## src/rtl/prl_tx_retry_pkg.sv

```systemverilog
// Shared definitions for the USB-PD protocol-layer transmit path: FSM encodings,
// SOP type codes, header MessageID field position and byte-count legality.
package prl_tx_retry_pkg;

    localparam logic [3:0] ST_WAIT_REQ       = 4'd0;
    localparam logic [3:0] ST_RESET_RETRY    = 4'd1;
    localparam logic [3:0] ST_CONSTRUCT      = 4'd2;
    localparam logic [3:0] ST_SEND           = 4'd3;
    localparam logic [3:0] ST_WAIT_PHY       = 4'd4;
    localparam logic [3:0] ST_MATCH_ID       = 4'd5;
    localparam logic [3:0] ST_CHECK_RETRY    = 4'd6;
    localparam logic [3:0] ST_REPORT_FAIL    = 4'd7;
    localparam logic [3:0] ST_REPORT_SUCCESS = 4'd8;

    typedef enum logic [2:0] {
        SOP_SOP        = 3'd0,
        SOP_SOP_P      = 3'd1,
        SOP_SOP_PP     = 3'd2,
        SOP_DBG_P      = 3'd3,
        SOP_DBG_PP     = 3'd4,
        SOP_HARD_RESET = 3'd5
    } sop_e;

    localparam logic [2:0] SOP_LAST_LEGAL = 3'(SOP_HARD_RESET);

    // MessageID occupies header bits [11:9], i.e. HEADER_HIGH[3:1]
    localparam int MSGID_LSB = 9;
    localparam int MSGID_W   = 3;

    function automatic logic byte_count_ok(input logic [7:0] cnt, input int max_obj);
        return (cnt[0] == 1'b0) && (cnt >= 8'd2) && (int'(cnt) <= 2 + 4 * max_obj);
    endfunction

endpackage

```

## src/rtl/prl_tx_retry_if.sv

```systemverilog
// Policy-engine request, GoodCRC feedback and PHY byte-stream signals of the
// transmit engine; slave is the engine, master is whoever drives it.
interface prl_tx_retry_if #(
    parameter int MAX_OBJECTS = 7
);
    localparam int DATA_W = 32 * MAX_OBJECTS;

    logic              transmit_valid;
    logic [2:0]        transmit;
    logic [7:0]        byte_count;
    logic [7:0]        header_low;
    logic [7:0]        header_high;
    logic [DATA_W-1:0] data_objects;
    logic              goodcrc_response;
    logic [2:0]        goodcrc_msg_id;
    logic [7:0]        phy_tx_data;
    logic              phy_tx_valid;
    logic              phy_tx_ready;
    logic [2:0]        phy_tx_sop;
    logic              tx_busy;
    logic              tx_success;
    logic              tx_failure;
    logic [2:0]        message_id_counter;
    logic [2:0]        retry_count;

    modport slave (
        input  transmit_valid, transmit, byte_count, header_low, header_high,
               data_objects, goodcrc_response, goodcrc_msg_id, phy_tx_ready,
        output phy_tx_data, phy_tx_valid, phy_tx_sop, tx_busy, tx_success,
               tx_failure, message_id_counter, retry_count
    );

    modport master (
        output transmit_valid, transmit, byte_count, header_low, header_high,
               data_objects, goodcrc_response, goodcrc_msg_id, phy_tx_ready,
        input  phy_tx_data, phy_tx_valid, phy_tx_sop, tx_busy, tx_success,
               tx_failure, message_id_counter, retry_count
    );

endinterface

```

## src/rtl/prl_crc_timer.sv

```systemverilog
// Loadable down-counter for the CRCReceiveTimer; shared with the receive path.
module prl_crc_timer #(
    parameter int CRC_TIMEOUT = 900
) (
    input  logic clk_i,
    input  logic rst_i,
    input  logic load_i,
    input  logic en_i,
    output logic expired_o
);
    localparam int TW = $clog2(CRC_TIMEOUT + 1);

    logic [TW-1:0] cnt_q, cnt_d;

    always_comb begin
        cnt_d = cnt_q;
        if (load_i) begin
            cnt_d = TW'(CRC_TIMEOUT);
        end else if (en_i && (cnt_q != '0)) begin
            cnt_d = cnt_q - TW'(1);
        end
    end

    always_ff @(posedge clk_i or posedge rst_i) begin
        if (rst_i) begin
            cnt_q <= '0;
        end else begin
            cnt_q <= cnt_d;
        end
    end

    // Flags the cycle whose decrement takes the count to zero, so a load of N
    // gives exactly N enabled cycles before expiry.
    assign expired_o = en_i && (cnt_q <= TW'(1));

endmodule

```

## src/rtl/prl_tx_retry.sv

```systemverilog
// USB-PD protocol-layer transmit engine: builds the message, streams it to the
// PHY, waits for a matching GoodCRC with bounded retries and owns the MessageID.
module prl_tx_retry
    import prl_tx_retry_pkg::*;
#(
    parameter int MAX_OBJECTS = 7,
    parameter int N_RETRY     = 3,
    parameter int CRC_TIMEOUT = 900
) (
    input  logic           clk_i,
    input  logic           rst_i,
    prl_tx_retry_if.slave  bus_if
);
    // state          | meaning
    // WAIT_REQ       | idle, waiting for a legal request
    // RESET_RETRY    | clear retry count, vet byte count
    // CONSTRUCT      | insert MessageID into header, rewind byte index
    // SEND           | stream bytes to PHY
    // WAIT_PHY       | CRCReceiveTimer running, waiting for GoodCRC
    // MATCH_ID       | compare GoodCRC MessageID with counter
    // CHECK_RETRY    | retransmit or give up
    // REPORT_FAIL    | TX_FAILURE pulse, bump MessageID
    // REPORT_SUCCESS | TX_SUCCESS pulse, bump MessageID

    localparam int NBYTES = 2 + 4 * MAX_OBJECTS;
    localparam int BUF_W  = 8 * NBYTES;

    logic [3:0]       state_q, state_d;
    logic [2:0]       msg_id_q, msg_id_d;
    logic [2:0]       retry_q, retry_d;
    logic [2:0]       sop_q, sop_d;
    logic [7:0]       count_q, count_d;
    logic [BUF_W-1:0] buf_q, buf_d;
    logic [4:0]       idx_q, idx_d;
    logic [2:0]       crc_id_q, crc_id_d;
    logic             timer_load;
    logic             timer_en;
    logic             timer_expired;

    prl_crc_timer #(
        .CRC_TIMEOUT (CRC_TIMEOUT)
    ) u_crc_timer (
        .clk_i     (clk_i),
        .rst_i     (rst_i),
        .load_i    (timer_load),
        .en_i      (timer_en),
        .expired_o (timer_expired)
    );

    always_comb begin
        state_d    = state_q;
        msg_id_d   = msg_id_q;
        retry_d    = retry_q;
        sop_d      = sop_q;
        count_d    = count_q;
        buf_d      = buf_q;
        idx_d      = idx_q;
        crc_id_d   = crc_id_q;
        timer_load = 1'b0;
        timer_en   = 1'b0;

        case (state_q)
            ST_WAIT_REQ: begin
                if (bus_if.transmit_valid && (bus_if.transmit <= SOP_LAST_LEGAL)) begin
                    sop_d   = bus_if.transmit;
                    count_d = bus_if.byte_count;
                    // Wire order of the buffer matches transmission order, byte 0 in the LSBs
                    buf_d   = {bus_if.data_objects, bus_if.header_high, bus_if.header_low};
                    state_d = ST_RESET_RETRY;
                end
            end
            ST_RESET_RETRY: begin
                retry_d = '0;
                state_d = byte_count_ok(count_q, MAX_OBJECTS) ? ST_CONSTRUCT : ST_REPORT_FAIL;
            end
            ST_CONSTRUCT: begin
                buf_d[MSGID_LSB +: MSGID_W] = msg_id_q;
                idx_d   = '0;
                state_d = ST_SEND;
            end
            ST_SEND: begin
                if (bus_if.phy_tx_ready) begin
                    if ({3'b000, idx_q} == (count_q - 8'd1)) begin
                        timer_load = 1'b1;
                        state_d    = ST_WAIT_PHY;
                    end else begin
                        idx_d = idx_q + 5'd1;
                    end
                end
            end
            ST_WAIT_PHY: begin
                timer_en = 1'b1;
                if (bus_if.goodcrc_response) begin
                    crc_id_d = bus_if.goodcrc_msg_id;
                    state_d  = ST_MATCH_ID;
                end else if (timer_expired) begin
                    state_d = ST_CHECK_RETRY;
                end
            end
            ST_MATCH_ID: begin
                state_d = (crc_id_q == msg_id_q) ? ST_REPORT_SUCCESS : ST_CHECK_RETRY;
            end
            ST_CHECK_RETRY: begin
                if (retry_q < 3'(N_RETRY)) begin
                    retry_d = retry_q + 3'd1;
                    state_d = ST_CONSTRUCT;
                end else begin
                    state_d = ST_REPORT_FAIL;
                end
            end
            ST_REPORT_FAIL, ST_REPORT_SUCCESS: begin
                msg_id_d = msg_id_q + 3'd1;
                state_d  = ST_WAIT_REQ;
            end
            default: begin
                state_d = ST_WAIT_REQ;
            end
        endcase
    end

    always_ff @(posedge clk_i or posedge rst_i) begin
        if (rst_i) begin
            state_q  <= ST_WAIT_REQ;
            msg_id_q <= '0;
            retry_q  <= '0;
            sop_q    <= '0;
            count_q  <= '0;
            buf_q    <= '0;
            idx_q    <= '0;
            crc_id_q <= '0;
        end else begin
            state_q  <= state_d;
            msg_id_q <= msg_id_d;
            retry_q  <= retry_d;
            sop_q    <= sop_d;
            count_q  <= count_d;
            buf_q    <= buf_d;
            idx_q    <= idx_d;
            crc_id_q <= crc_id_d;
        end
    end

    // Outputs decode the registered state, so reset clears them without waiting for a clock
    assign bus_if.phy_tx_valid       = (state_q == ST_SEND);
    assign bus_if.phy_tx_data        = bus_if.phy_tx_valid ? buf_q[{idx_q, 3'b000} +: 8] : 8'h00;
    assign bus_if.phy_tx_sop         = sop_q;
    assign bus_if.tx_busy            = (state_q != ST_WAIT_REQ);
    assign bus_if.tx_success         = (state_q == ST_REPORT_SUCCESS);
    assign bus_if.tx_failure         = (state_q == ST_REPORT_FAIL);
    assign bus_if.message_id_counter = msg_id_q;
    assign bus_if.retry_count        = retry_q;

endmodule

```

## src/flat_wrapper.sv

```systemverilog
// flat-port wrapper written by rule: the top's interface ports become plain ports
module prl_tx_retry_flat import prl_tx_retry_pkg::*;
#(
    parameter int MAX_OBJECTS = 7,
    parameter int N_RETRY     = 3,
    parameter int CRC_TIMEOUT = 900
)
  (clk_i, rst_i, bus_if_transmit_valid, bus_if_transmit, bus_if_byte_count, bus_if_header_low, bus_if_header_high, bus_if_data_objects, bus_if_goodcrc_response, bus_if_goodcrc_msg_id, bus_if_phy_tx_ready, bus_if_phy_tx_data, bus_if_phy_tx_valid, bus_if_phy_tx_sop, bus_if_tx_busy, bus_if_tx_success, bus_if_tx_failure, bus_if_message_id_counter, bus_if_retry_count);
  prl_tx_retry_if #(.MAX_OBJECTS(MAX_OBJECTS)) bus_if_i ();
  input  logic clk_i;
  input  logic rst_i;
  input wire logic [$bits(bus_if_i.transmit_valid)-1:0] bus_if_transmit_valid;
  input wire logic [$bits(bus_if_i.transmit)-1:0] bus_if_transmit;
  input wire logic [$bits(bus_if_i.byte_count)-1:0] bus_if_byte_count;
  input wire logic [$bits(bus_if_i.header_low)-1:0] bus_if_header_low;
  input wire logic [$bits(bus_if_i.header_high)-1:0] bus_if_header_high;
  input wire logic [$bits(bus_if_i.data_objects)-1:0] bus_if_data_objects;
  input wire logic [$bits(bus_if_i.goodcrc_response)-1:0] bus_if_goodcrc_response;
  input wire logic [$bits(bus_if_i.goodcrc_msg_id)-1:0] bus_if_goodcrc_msg_id;
  input wire logic [$bits(bus_if_i.phy_tx_ready)-1:0] bus_if_phy_tx_ready;
  output wire logic [$bits(bus_if_i.phy_tx_data)-1:0] bus_if_phy_tx_data;
  output wire logic [$bits(bus_if_i.phy_tx_valid)-1:0] bus_if_phy_tx_valid;
  output wire logic [$bits(bus_if_i.phy_tx_sop)-1:0] bus_if_phy_tx_sop;
  output wire logic [$bits(bus_if_i.tx_busy)-1:0] bus_if_tx_busy;
  output wire logic [$bits(bus_if_i.tx_success)-1:0] bus_if_tx_success;
  output wire logic [$bits(bus_if_i.tx_failure)-1:0] bus_if_tx_failure;
  output wire logic [$bits(bus_if_i.message_id_counter)-1:0] bus_if_message_id_counter;
  output wire logic [$bits(bus_if_i.retry_count)-1:0] bus_if_retry_count;
  assign bus_if_i.transmit_valid = bus_if_transmit_valid;
  assign bus_if_i.transmit = bus_if_transmit;
  assign bus_if_i.byte_count = bus_if_byte_count;
  assign bus_if_i.header_low = bus_if_header_low;
  assign bus_if_i.header_high = bus_if_header_high;
  assign bus_if_i.data_objects = bus_if_data_objects;
  assign bus_if_i.goodcrc_response = bus_if_goodcrc_response;
  assign bus_if_i.goodcrc_msg_id = bus_if_goodcrc_msg_id;
  assign bus_if_i.phy_tx_ready = bus_if_phy_tx_ready;
  assign bus_if_phy_tx_data = bus_if_i.phy_tx_data;
  assign bus_if_phy_tx_valid = bus_if_i.phy_tx_valid;
  assign bus_if_phy_tx_sop = bus_if_i.phy_tx_sop;
  assign bus_if_tx_busy = bus_if_i.tx_busy;
  assign bus_if_tx_success = bus_if_i.tx_success;
  assign bus_if_tx_failure = bus_if_i.tx_failure;
  assign bus_if_message_id_counter = bus_if_i.message_id_counter;
  assign bus_if_retry_count = bus_if_i.retry_count;
  prl_tx_retry #(.MAX_OBJECTS(MAX_OBJECTS), .N_RETRY(N_RETRY), .CRC_TIMEOUT(CRC_TIMEOUT)) u_core (.clk_i(clk_i), .rst_i(rst_i), .bus_if(bus_if_i));
endmodule
```

## config.mk

```make
export PLATFORM = sky130hd
export DESIGN_NAME = prl_tx_retry_flat
export DESIGN_NICKNAME = d
export VERILOG_FILES = /design/src/rtl/prl_tx_retry_pkg.sv /design/src/rtl/prl_tx_retry_if.sv /design/src/rtl/prl_crc_timer.sv /design/src/rtl/prl_tx_retry.sv /design/src/flat_wrapper.sv
export SDC_FILE = /design/constraint.sdc
export NUM_CORES = 1
export LEC_CHECK = 0
export CAP_MARGIN = 30
export CELL_PAD_IN_SITES_DETAIL_PLACEMENT = 1
export CELL_PAD_IN_SITES_GLOBAL_PLACEMENT = 1
export CORE_MARGIN = 2
export CORE_UTILIZATION = 35
export CTS_BUF_LIST = sky130_fd_sc_hd__clkbuf_4 sky130_fd_sc_hd__clkbuf_8
export DETAILED_ROUTE_END_ITERATION = 12
export GPL_ROUTABILITY_DRIVEN = 0
export HOLD_SLACK_MARGIN = 0.15
export PLACE_DENSITY = 0.73
export SLEW_MARGIN = 0
export SYNTH_ARGS = -nofsm -noshare
export SYNTH_HDL_FRONTEND = slang
export SYNTH_SLANG_ARGS = --single-unit
```

## constraint.sdc

```tcl
create_clock -name clk_i -period 12 [get_ports clk_i]
set_clock_uncertainty 0.15 [all_clocks]
set_input_delay 1.2 -clock clk_i [delete_from_list [all_inputs] [get_ports clk_i]]
set_output_delay 1.2 -clock clk_i [all_outputs]
set_load 0.03 [all_outputs]
```

==> qor.yml, run 1 <==
run_status:
  status: "completed"
finish:
  fin_cells: 2178
  final_nets: 1942
  nFillCells: 4178
  final_util_pct: 47.2
  syn_to_final_growth_pct: 32.3
  register_area_um2: 6990
  multi_input_area_um2: 5730
  drive_above_1_share_pct: 10.9
floorplan:
  fp.dieH_um: 198
  floorplan.initialDensity_pct: 35.7
  io_pins: 280
  die_x_um: 198
  dieArea_um2: 39100
  core_um2: 36800
  rows: 70
power:
  vdd_drop_max_mv: 0.0853
  powerDensity_nw_per_um2: 239
  p_leak_nw: 8.25
timing:
  hold_viol: 0
  fin_crit_sh_pct: 47.0
  drv_slew: 0
  tightest_slew_ns: 0.931
  tns_ns: 0
  whs_ns: 0.322
  setup_viol: 0
  max_freq_ghz: 0.177
  period_needed_ns: 5.64
  relSlewSlack_pct: 37.9
  grt_setup_unrepaired: "no"
synth:
  synth_warnings: 0
  synth_nets: 1682
  async_flop_share_pct: 100
  synth_edf_count: 0
  seq_area_frac_synth_pct: 53.2
  ys_ff_latch: 279
  synth_ff_type: "dfrtp_1"
  synth_area_leader_cell: "dfrtp_1"
  synth_area_per_cell_um2: 9.27
  synth_area_um2: 13100
  netlist.area_leader.share_pct: 53.2
  syn_inst: 1415
  post_synth_num_cell_types: 53
  yosys-top-cells-area: "dfrtp_1 (53%), nand2_1 (22%), mux4_2 (11%)"
clock_network:
  holdBufCountCts: 0
  cts_resized: 0
  cts_tree: "built"
  postCtsSetupBuffers: 0
  clkTransAtPathRegs_ns: 0.06
  htreeDepth: 2
  numCtsBuffers: 50
  cts.path.max_buffers: 3
  root_buffer: "clkbuf_8"
  cts.sinks: 279
  worstSkewPairLatency_ns: 0.57
placement:
  placedCellCount: 2090
  place_hpwl_um: 30700
  io_buffer_count: 279
worst_hold_path:
  hp-class: "reg -> reg"
run:
  cap_violations: 0
grt:
  grt_pass1_vias: 12030
  use_met1_pct: 30.4
  busiest_layer: "met2"
  grt_pass1_wl_um: 67900
  grt_start_max_net_pins: 109
  globalRouteMet2Util_pct: 37.2
  grt_use_total_pct: 22.6
  antenna_found_initial: 3
  grt.overflow.total: 0
  grt_use_met3_pct: 4.18
drt:
  post-route-drc-count: 0
  firstDrtPassIters: 4
  vias_per_cell: 5.01
  wire_per_inst_um: 19.7
  vias: 10908
  ant_nets: 0
  wl_um: 43000
  drtIter0Drc: 689
setup_path:
  path_class: "reg -> out"
  required_ns: 10.65
  endpoint_kind: "primary output"
  critPathLaunchType: "register"
  cp_max_fo: 39
  crit_arrival_ns: 4.29
## registers in the layout, indices dropped and copies added, names as in the netlist
| signal | cells |
|---|---|
| u_core.buf_q | 240 |
| u_core.bus_if.message_id_counter | 3 |
| u_core.bus_if.phy_tx_sop | 3 |
| u_core.bus_if.retry_count | 3 |
| u_core.count_q | 8 |
| u_core.crc_id_q | 3 |
| u_core.idx_q | 5 |
| u_core.state_q | 4 |
| u_core.u_crc_timer.cnt_q | 10 |
## stage by stage
stage	power, mW	cell area (um^2)	setup slack [ns]
2_1_floorplan	2.68	13100	2.96
3_3_place_gp	3.18	16200	6.73
3_5_place_dp	3.27	16300	6.60
4_1_cts	4.20	17300	6.27
5_1_grt	4.47	17400	6.12
6_report	4.16	17400	6.36
## routing by layer
metal / routed length [um] / vias to the layer above / share of wire (%)
li1: - / 5104 / -
met1: 19200 / 5473 / 45
met2: 20500 / 260 / 48
met3: 2090 / 67 / 4.8
met4: 1160 / 4 / 2.7
met5: 26 / - / 0.060
## critical path, cell delays in order (launching register included)
cell	delay, ns
dfrtp_4	0.92
buf_4	0.68
mux4_2	0.65
mux4_2	0.51
nand2_1	0.09
o21ai_1	0.15
clkdlybuf4s50_1	0.64
## cell usage after synthesis, drive strengths merged (4+ instances only)
cell type and count:
dfrtp 279, inv 19, o22ai 8, nor3 8
xor2 7, nor2 34, o211ai 6, buf 31
ha 8, mux2 4, mux2i 17, nand2 774
a22oi 4, mux4 64, clkbuf 54, xnor2 9
a21oi 16, nand4 4, nand3 10, o21ai 20
## path summary, 6_finish.rpt
check / slack, ns / cells past startpoint / start / end
min in group asynchronous: 1.04 / 2 / rst_i / u_core.buf_q[56]
max in group asynchronous: 8.59 / 4 / rst_i / u_core.buf_q[202]
setup / recovery: 6.36 / 6 / u_core.idx_q[0] / bus_if_phy_tx_data[1]
hold / removal: 0.32 / 2 / u_core.buf_q[224] / u_core.buf_q[224]
setup reg to reg: 8.18 / 7 / u_core.state_q[2] / u_core.buf_q[108]
hold reg to reg: 0.32 / 2 / u_core.buf_q[224] / u_core.buf_q[224]
## logic make-up (layout without fill, tap and decap cells)
logic type | after synthesis | count (layout) | synth area share [%]
AOI/OAI and AO/OA | 72 | 72 | 3.67
xor gates and xnor gates | 16 | 16 | 1.07
adders and majority gates | 8 | 8 | 0.763
buffers and inverters | 104 | 398 | 3.29
DFF | 279 | 279 | 53.2
muxes | 85 | 85 | 12.6
other | 0 | 1 | 0
and+or+nand+nor | 851 | 851 | 25.4
## layout by cell type, fill, tap and decap left out, drive strengths merged, types with 2 or more instances in the layout
master	n
xor2	7
nor3	8
inv	20
mux4	64
clkinv	3
o21ai	20
or3	2
a31oi	3
nand4	4
and3	2
or2	3
ha	8
clkdlybuf4s50	279
or4b	3
nand2b	3
a22oi	4
clkbuf	81
o31ai	2
a211oi	2
xnor2	9
mux2i	17
a21oi	16
o211ai	6
mux2	4
o22ai	8
a21o	2
buf	14
nand2	774
dfrtp	279
nand3	10
or4	3
nor2	34
a22o	2
## where the power goes
group          leakage, nW  switching (mW)  internal [mW]  total, mW
clock network        0.543           0.400          0.512      0.911
registers             3.50           0.314           1.35       1.67
logic                 4.20           0.856          0.724       1.58
## cell type report
| cell class | count | share of cell area [%] |
|---|---|---|
| Antenna cell | 1 | 0.0144 |
| Clock buffer | 81 | 5.63 |
| Clock inverter | 5 | 0.195 |
| Inverter | 19 | 0.454 |
| Multi-Input combinational cell | 1032 | 33.0 |
| Sequential cell | 279 | 40.3 |
| Tap cell | 468 | 3.37 |
| Timing Repair Buffer | 293 | 17.1 |
Power figures use the tool's default switching activity.
==> run 2, diff against run 1 <==
- clock period: 12 -> 5.8 ns (I/O delays scaled with it)
==> run 2 against run 1 <==
Global-route usage shrank 0.11 points. Non-clock buffer count is the same. Cell count is the same. Sequential power grew 120%. First-iteration DRC count shrank 0.58%. Utilization grew 0.18 points.
==> qor.yml, run 2 (synthesis results as in run 1) <==
setup_path:
  path_class: "reg -> out"
  required_ns: 5.07  # -5.58 ns
  endpoint_kind: "primary output"
  cp_max_fo: 47  # +21%
  crit_arrival_ns: 3.94  # -0.35 ns
  critPathLaunchType: "register"
grt:
  antenna_found_initial: 1  # -2
  grt_use_total_pct: 22.5  # -0.11 points
  grt_pass1_vias: 11609  # -3.5%
  grt_start_max_net_pins: 135  # +24%
  grt.overflow.total: 0  # unchanged
  grt_pass1_wl_um: 66800  # -1.7%
clock_network:
  htreeDepth: 2  # unchanged
  root_buffer: "clkbuf_8"
  clkTransAtPathRegs_ns: 0.06  # about the same
  cts.path.max_buffers: 3  # unchanged
  holdBufCountCts: 0  # unchanged
  worstSkewPairLatency_ns: 0.57  # about the same
  cts_tree: "built"
  cts_resized: 0  # unchanged
  numCtsBuffers: 48  # -4.0%
  cts.sinks: 279  # unchanged
  postCtsSetupBuffers: 0  # unchanged
timing:
  relSlewSlack_pct: 30.6  # -7.4 points
  max_freq_ghz: 0.214
  drv_slew: 0  # unchanged
  hold_viol: 0  # unchanged
  worst_slack_ns: 1.13  # -5.23 ns
  period_needed_ns: 4.67
  grt_setup_unrepaired: "no"
  setup_viol: 0  # unchanged
  tightest_slew_ns: 1.04  # +0.111 ns
  tns_ns: 0  # unchanged
  fin_crit_sh_pct: 80.5
  whs_ns: 0.318  # -0.00422 ns
finish:
  regMostFlops: "u_core.buf_q"
  final_nets: 1940  # -0.10%
  largest_reg_flops: 240  # unchanged
  nFillCells: 4242  # +1.5%
  fin_cells: 2178  # unchanged
  final_cell_mix: "nand2_1 (774), clkdlybuf4s50_1 (279), dfrtp_1 (277), clkbuf_8 (67), mux4_2 (64)"
  syn_to_final_growth_pct: 32.8
  largestRegisters: "u_core.buf_q x240, u_core.u_crc_timer.cnt_q x10, u_core.count_q x8"
  mostFrequentLayoutCell: "nand2_1"
  drive_above_1_share_pct: 10.9  # unchanged
power:
  powerDensity_nw_per_um2: 498  # +110%
  design_power_total_mw: 8.68  # +110%
  p_leak_nw: 8.27  # +0.31%
  vdd_drop_max_mv: 0.168  # +97%
floorplan:
  dieArea_um2: 39100  # unchanged
  rows: 70  # unchanged
  die_x_um: 198  # unchanged
  io_pins: 280  # unchanged
  floorplan.initialDensity_pct: 35.7  # unchanged
  fp.dieH_um: 198  # unchanged
  core_um2: 36800  # unchanged
placement:
  placedCellCount: 2090  # unchanged
  place_ws_ns: 1.67  # -4.93 ns
  io_buffer_count: 279  # unchanged
  place_hpwl_um: 32100  # +4.8%
worst_hold_path:
  hp-class: "in -> async"
run:
  cap_violations: 0  # unchanged
drt:
  firstDrtPassIters: 5  # +1
  post-route-drc-count: 0  # unchanged
  drtIter0Drc: 685  # -0.58%
  wl_um: 43700  # +1.6%
  vias_per_cell: 5.02  # +0.14%
  wire_per_inst_um: 20.0  # +1.6%
  vias: 10923  # +0.14%
  ant_nets: 0  # unchanged
run_status:
  status: "completed"
==> run 2: cell types whose count changed in the layout (fill, tap and decap cells not counted), moves of 2 or more <==
cell      change
buf_12        +2
inv_8         -2
clkbuf_4     -10
clkinv_2      +2
clkbuf_8      +8
==> run 2: area by class of cell <==
type                            instances  area [um^2]  share of cell area (%)
Timing Repair Buffer                  293         2980                    17.1
Clock buffer                           79         1010                    5.81
Inverter                               19         75.1                   0.431
Clock inverter                          7         63.8                   0.366
Antenna cell                            1         2.50                  0.0144
Multi-Input combinational cell       1032         5730                    32.8
Tap cell                              468          586                    3.36
Sequential cell                       279         6990                    40.1
==> run 2: worst max-delay path: stages (launching register included) <==
cell and delay, ns:
dfrtp_4 1.00, buf_4 0.42, mux4_2 0.54, mux4_2 0.51, nand2_1 0.09, o21ai_1 0.13, clkdlybuf4s50_1 0.64
==> run 2: worst paths after layout <==
kind / depth (start not counted) / from / slack (ns) / end
hold reg to reg: 2 / u_core.buf_q[156] / 0.32 / u_core.buf_q[156]
setup / recovery: 6 / u_core.idx_q[0] / 1.13 / bus_if_phy_tx_data[7]
hold / removal: 2 / rst_i / 0.32 / u_core.bus_if.message_id_counter[2]
setup reg to reg: 7 / u_core.idx_q[3] / 2.74 / u_core.u_crc_timer.cnt_q[5]
max in group asynchronous: 3 / rst_i / 4.00 / u_core.buf_q[174]
min in group clk_i: 2 / u_core.buf_q[156] / 0.32 / u_core.buf_q[156]
==> run 2: layer usage <==
metal	GRT usage (%)	wire [um]	vias to the layer above
li1	-	-	5098
met5	0	16	-
met3	3.59	2250	64
met4	6.88	1120	2
met2	35.8	20600	296
met1	31.6	19700	5463
==> run 2: per-stage QoR <==
step,instance area (um^2),utilization (%)
after floorplan,13100,-
after global placement,16300,44.3
after detailed placement,16300,44.4
after CTS,17400,47.3
after global routing,17400,47.4
final,17400,47.4
==> run 2: power by group <==
part	switching [mW]	internal [mW]
clock network	0.826	1.14
registers	0.813	2.80
logic	1.61	1.48
